### src/rtl/llki_pkg.sv
// rtl/llki_pkg.sv - host index type, order-FIFO depth default and round-robin pick
package llki_pkg;
    typedef enum logic {
        HOST0 = 1'b0,
        HOST1 = 1'b1
    } host_e;

    localparam int unsigned DEPTH_DEFAULT = 4;

    // On a tie the host that was not granted last wins.
    function automatic host_e rr_pick(input logic req0, input logic req1, input host_e last);
        if (req0 && req1) return (last == HOST0) ? HOST1 : HOST0;
        return req1 ? HOST1 : HOST0;
    endfunction
endpackage

### src/rtl/top_pkg.sv
// rtl/top_pkg.sv - TileLink-UL bus widths shared by the LLKI blocks
package top_pkg;
    localparam int TL_AW  = 32;
    localparam int TL_DW  = 64;
    localparam int TL_AIW = 8;
    localparam int TL_DBW = TL_DW / 8;
    localparam int TL_SZW = 2;
endpackage

### src/rtl/tlul_pkg.sv
// rtl/tlul_pkg.sv - TileLink-UL host-to-device and device-to-host channel structs
package tlul_pkg;
    typedef struct packed {
        logic                        a_valid;
        logic [2:0]                  a_opcode;
        logic [top_pkg::TL_SZW-1:0]  a_size;
        logic [top_pkg::TL_AIW-1:0]  a_source;
        logic [top_pkg::TL_AW-1:0]   a_address;
        logic [top_pkg::TL_DBW-1:0]  a_mask;
        logic [top_pkg::TL_DW-1:0]   a_data;
        logic                        d_ready;
    } tl_h2d_t;

    typedef struct packed {
        logic                        d_valid;
        logic [2:0]                  d_opcode;
        logic [top_pkg::TL_SZW-1:0]  d_size;
        logic [top_pkg::TL_AIW-1:0]  d_source;
        logic [top_pkg::TL_DW-1:0]   d_data;
        logic                        d_error;
        logic                        a_ready;
    } tl_d2h_t;
endpackage

### src/rtl/llki_tl_arb_fifo.sv
// rtl/llki_tl_arb_fifo.sv - order FIFO recording which host owns each outstanding A request
module llki_tl_arb_fifo
    import llki_pkg::*;
#(
    parameter int unsigned Depth = DEPTH_DEFAULT
) (
    input  logic                         i_clk,
    input  logic                         i_rst_n,
    input  logic                         i_push,
    input  logic                         i_pop,
    input  host_e                        i_data,
    output logic                         o_full,
    output logic                         o_empty,
    output host_e                        o_head,
    output logic [$clog2(Depth+1)-1:0]   o_count
);
    localparam int unsigned PW = (Depth > 1) ? $clog2(Depth) : 1;
    localparam int unsigned CW = $clog2(Depth + 1);

    host_e          r_mem [Depth];
    logic [PW-1:0]  r_wptr;
    logic [PW-1:0]  r_rptr;
    logic [CW-1:0]  r_count;
    logic           w_do_push;
    logic           w_do_pop;

    function automatic logic [PW-1:0] ptr_inc(input logic [PW-1:0] p);
        return (p == PW'(Depth - 1)) ? '0 : p + 1'b1;
    endfunction

    assign o_full    = (r_count == CW'(Depth));
    assign o_empty   = (r_count == '0);
    assign o_head    = r_mem[r_rptr];
    assign o_count   = r_count;
    assign w_do_push = i_push && !o_full;
    assign w_do_pop  = i_pop && !o_empty;

    always_ff @(posedge i_clk) begin
        if (!i_rst_n) begin
            r_wptr  <= '0;
            r_rptr  <= '0;
            r_count <= '0;
        end else begin
            if (w_do_push) begin
                r_mem[r_wptr] <= i_data;
                r_wptr        <= ptr_inc(r_wptr);
            end
            if (w_do_pop) r_rptr <= ptr_inc(r_rptr);
            if (w_do_push && !w_do_pop)      r_count <= r_count + 1'b1;
            else if (!w_do_push && w_do_pop) r_count <= r_count - 1'b1;
        end
    end
endmodule

### src/rtl/llki_tl_arb.sv
// rtl/llki_tl_arb.sv - two-host TL-UL arbiter onto one device, in-order D routing
// Optional: LLKI_TL_ARB_FIXED_PRIO_EN makes host 0 win every contention.
module llki_tl_arb
    import llki_pkg::*;
#(
    parameter int unsigned Depth     = DEPTH_DEFAULT,
    parameter int unsigned DataWidth = top_pkg::TL_DW
) (
    input  logic              clk_i,
    input  logic              rst_ni,
    input  tlul_pkg::tl_h2d_t tl_h0_i,
    output tlul_pkg::tl_d2h_t tl_h0_o,
    input  tlul_pkg::tl_h2d_t tl_h1_i,
    output tlul_pkg::tl_d2h_t tl_h1_o,
    output tlul_pkg::tl_h2d_t tl_d_o,
    input  tlul_pkg::tl_d2h_t tl_d_i,
    output logic              busy_o,
    output logic              err_o
);
    localparam int unsigned CW = $clog2(Depth + 1);

    host_e              r_last;
    host_e              r_hold_host;
    logic               r_hold;
    logic               r_err;
    host_e              w_grant;
    host_e              w_head;
    tlul_pkg::tl_h2d_t  w_sel;
    logic               w_full;
    logic               w_empty;
    logic [CW-1:0]      w_count;
    logic               w_a_valid;
    logic               w_push;
    logic               w_pop;
    logic               w_head_d_ready;
    logic               w_route_valid;
    logic               w_hold_valid;

    assign w_hold_valid = (r_hold_host == HOST1) ? tl_h1_i.a_valid : tl_h0_i.a_valid;

    always_comb begin
        w_grant = HOST0;
        if (r_hold && w_hold_valid) begin
            w_grant = r_hold_host;
        end else begin
`ifdef LLKI_TL_ARB_FIXED_PRIO_EN
            w_grant = (!tl_h0_i.a_valid && tl_h1_i.a_valid) ? HOST1 : HOST0;
`else
            w_grant = rr_pick(tl_h0_i.a_valid, tl_h1_i.a_valid, r_last);
`endif
        end
    end

    assign w_sel          = (w_grant == HOST1) ? tl_h1_i : tl_h0_i;
    assign w_a_valid      = rst_ni && w_sel.a_valid && !w_full;
    assign w_push         = w_a_valid && tl_d_i.a_ready;
    assign w_head_d_ready = (w_head == HOST1) ? tl_h1_i.d_ready : tl_h0_i.d_ready;
    assign w_route_valid  = rst_ni && tl_d_i.d_valid && !w_empty;
    assign w_pop          = w_route_valid && w_head_d_ready;
    assign busy_o         = rst_ni && (w_count != '0);
    assign err_o          = r_err;

    // An empty FIFO means nobody owns the beat, so it is accepted and dropped.
    always_comb begin
        tl_d_o                          = w_sel;
        tl_d_o.a_valid                  = w_a_valid;
        tl_d_o.a_data                   = '0;
        tl_d_o.a_data[DataWidth-1:0]    = w_sel.a_data[DataWidth-1:0];
        tl_d_o.d_ready                  = w_empty ? 1'b1 : w_head_d_ready;

        tl_h0_o         = tl_d_i;
        tl_h0_o.d_valid = w_route_valid && (w_head == HOST0);
        tl_h0_o.a_ready = rst_ni && !w_full && tl_d_i.a_ready && (w_grant == HOST0);

        tl_h1_o         = tl_d_i;
        tl_h1_o.d_valid = w_route_valid && (w_head == HOST1);
        tl_h1_o.a_ready = rst_ni && !w_full && tl_d_i.a_ready && (w_grant == HOST1);
    end

    always_ff @(posedge clk_i) begin
        if (!rst_ni) begin
            r_last      <= HOST1;
            r_hold      <= 1'b0;
            r_hold_host <= HOST0;
            r_err       <= 1'b0;
        end else begin
            if (w_push) r_last <= w_grant;
            r_hold      <= w_a_valid && !tl_d_i.a_ready;
            r_hold_host <= w_grant;
            if (tl_d_i.d_valid && w_empty) r_err <= 1'b1;
        end
    end

    llki_tl_arb_fifo #(
        .Depth (Depth)
    ) u_order_fifo (
        .i_clk   (clk_i),
        .i_rst_n (rst_ni),
        .i_push  (w_push),
        .i_pop   (w_pop),
        .i_data  (w_grant),
        .o_full  (w_full),
        .o_empty (w_empty),
        .o_head  (w_head),
        .o_count (w_count)
    );
endmodule

### config.mk
export PLATFORM = sky130hd
export DESIGN_NAME = llki_tl_arb
export DESIGN_NICKNAME = d
export VERILOG_FILES = /design/src/rtl/llki_pkg.sv /design/src/rtl/top_pkg.sv /design/src/rtl/tlul_pkg.sv /design/src/rtl/llki_tl_arb_fifo.sv /design/src/rtl/llki_tl_arb.sv
export SDC_FILE = /design/constraint.sdc
export NUM_CORES = 1
export LEC_CHECK = 0
export CORE_AREA = 2 2 235 237
export CTS_CLUSTER_SIZE = 16
export DETAILED_ROUTE_END_ITERATION = 16
export DIE_AREA = 0 0 237 239
export HOLD_SLACK_MARGIN = 0.02
export MAX_ROUTING_LAYER = met4
export PLACE_DENSITY_LB_ADDON = 0.1
export SLEW_MARGIN = 20
export SYNTH_ARGS = -nofsm -noshare
export SYNTH_HDL_FRONTEND = slang
export SYNTH_HIERARCHICAL = 1
export SYNTH_SLANG_ARGS = --single-unit
export TNS_END_PERCENT = 20
### constraint.sdc
create_clock -name clk_i -period 4.8 [get_ports clk_i]
set_input_delay 0.72 -clock clk_i [delete_from_list [all_inputs] [get_ports clk_i]]
set_output_delay 0.72 -clock clk_i [all_outputs]
set_load 0.005 [all_outputs]
==> reports/qor.txt <==
FMAX = 0.278 GHz
Mux cell area share after synthesis = 0.392
Root Buffer = clkbuf_16
Min Hold Slack = 504 ps
Iteration-0 DRC count of the detailed router = 77
HPWL Detailed = 19000 µm
#FFs+latches synth = 17
Fin nets = 903
Yosys top cell area share = 0.339
RSZ-0062 raised after global routing = no
Leak pwr = 0.00231 µW
Routability Congestion = 0.674
I/O pins = 601
Vias = 3341
Syn_nets = 701
CTS Buf Count = 3
Largest net degree at the start of global routing = 63
Clk_skew = 3.33 ps
Yosys cell types = 37
Final setup TNS = 0 ps
Main combinational cell family by area after synthesis = multiplexers
Post-Synth XOR/XNOR Area = 0.00498
Synth Area in Adders = 0.0270
Tot Pwr = 927 µW
Average vias per placed instance = 2.61
TritonCTS clock tree = done
Port bufs = 366
Compound-Gate Fraction of Synth Area = 0.0252
Worst slack, placed = 1170 ps
DRT Wirelength = 22000 µm
Final hold violations = 0
Synth area leader = buf_4
Outcome = finished clean
Layout cells sized above 1 = 0.0539
Final setup viols = 0
DRC = 0
Simple-Gate Fraction of Synth Area = 0.0565
Wirelength per Cell = 17.2 µm
CTS Sinks = 17
DIE HEIGHT = 239 µm
Netlist Area Pre-Place = 0.00352 mm²
DR pass1 iterations = 4
FFs w/ async S/R, synth = 0
Vias in the first global route = 3483
GRT overflow = 0
Setup Buffers After CTS = 0
All-layer global routing usage = 0.0732
Pwr Density = 135 mW/mm²
Seq/Total Area, Yosys = 0.108
Worst Setup Slack, final = 1200 ps
Post-CTS sizing = 0
Row Count = 86
CP Data Required Time = 4080 ps
Max Slew Vio Count = 0
Tcrit/Tclk final = 0.750
Average cell area after synthesis = 9.41 µm²
Longest Clk Path Bufs = 2
Post-synthesis cell count = 374
Peak VDD IR = 0.0000908 V
Core region area = 0.0543 mm²
Starting density of the core = 0.0647
Worst Tran Pin Value = 641 ps
Critical Path Source Type = input pin
Area growth syn-to-layout = 94.9%
EDFF count, synth = 4
Worst-Skew Late Latency = 250 ps
Initial antenna violation count = 1
H-tree depth = 1
ANT nets after route = 0
Yosys warns = 6
Crit path time final = 3600 ps
Die area = 0.0566 mm²
Rel. slew slack = 0.569
Prevailing post-synth register cell = dfxtp_1
Critical-path maximum fanout = 62
Kind of critical path = input pin to output port
Clk pin slew, worst setup/hold paths = 50 ps
Cts hold-fix bufs = 0
Hold crit path type = register to register
Critical Path AT = 2880 ps
Synth top area cells = buf_4 34%, mux2_1 31%, dfxtp_1 7.4%
Max-cap violations = 0
Die width = 237 µm
CP Capture Type = output port
First-pass GRT wire length = 29000 µm
[kinds of logic after synthesis]
group / count (synthesis)
AO/OA/AOI/OAI: 11
XOR/XNOR: 2
adder cells (fa/ha/maj): 7
buffers and inverters: 178
flip-flops: 17
multiplexers: 122
AND/OR/NAND/NOR: 37
[cells in the final DEF, fill, tap and decap left out, drive strengths merged, types with 2 or more instances in the layout]
cell type and count:
and3 4, mux2 117, and2 2, ha 6
nand3b 2, buf 3, a21oi 2, nor2 9
o21ai 3, clkdlybuf4s50 366, edfxtp 4, nand3 2
mux2i 4, nand2b 2, nand2 7, inv 6
dfxtp 13, clkbuf 3, nor3b 2, nor2b 4
[metrics by stage]
step | std cells | utilization | instance area [µm²]
after global routing | 1280 | 0.126 | 6860
final | 1280 | 0.126 | 6860
after global placement | 1275 | 0.125 | 6780
after floorplan | 374 | - | 3520
after detailed placement | 1275 | 0.125 | 6780
after CTS | 1279 | 0.126 | 6860
[cells in the mapped netlist (2+ instances only)]
master / n
buf_4: 159
mux2_1: 97
mux2_2: 20
dfxtp_1: 13
buf_6: 10
nor2_1: 9
nand2_1: 7
ha_1: 6
inv_1: 6
and3_1: 4
edfxtp_1: 4
mux2i_1: 4
nor2b_1: 4
o21ai_0: 3
a21oi_1: 2
and2_1: 2
nand2b_1: 2
nand3_1: 2
nand3b_1: 2
[final timing paths]
check / startpoint / endpoint / slack, ps / cells after the start
setup / recovery: tl_h1_i[118] / tl_d_o[67] / 1200 / 6
hold / removal: err_o$_SDFFE_PN0P_ / err_o$_SDFFE_PN0P_ / 500 / 2
setup reg to reg: u_order_fifo/o_count[0]$_SDFFE_PN0P_ / u_order_fifo/o_count[2]$_SDFFE_PN0P_ / 1790 / 10
hold reg to reg: err_o$_SDFFE_PN0P_ / err_o$_SDFFE_PN0P_ / 500 / 2
[worst max-delay path, stage by stage]
cell and delay, ps:
clkdlybuf4s50_1 480, inv_1 100, a31oi_4 270, buf_12 320, mux2_1 370, clkdlybuf4s50_1 530
[where the power goes]
group          switching, µW  internal, µW
clock                   56.9           112
combinational            178           416
sequential              9.69           155
total                    244           683
[layout make-up]
| type | instances | area [µm²] |
|---|---|---|
| Clock inverter | 1 | 5.00 |
| Timing Repair Buffer | 369 | 3710 |
| Clock buffer | 3 | 75.1 |
| Inverter | 6 | 22.5 |
| Tap cell | 704 | 881 |
| Multi-Input combinational cell | 179 | 1780 |
| Sequential cell | 17 | 380 |
| Antenna cell | 1 | 2.50 |
| Fill cell | 6154 | 47500 |
[routing by layer]
layer | global-route usage | vias up | wire (µm)
met1 | 0.0803 | 1451 | 8490
met2 | 0.108 | 379 | 9550
li1 | - | 1511 | -
met3 | 0.0587 | 0 | 3980
met4 | 0.00230 | 0 | 0
met5 | - | - | 0
Note: power is estimated with default switching activity, not from simulation.
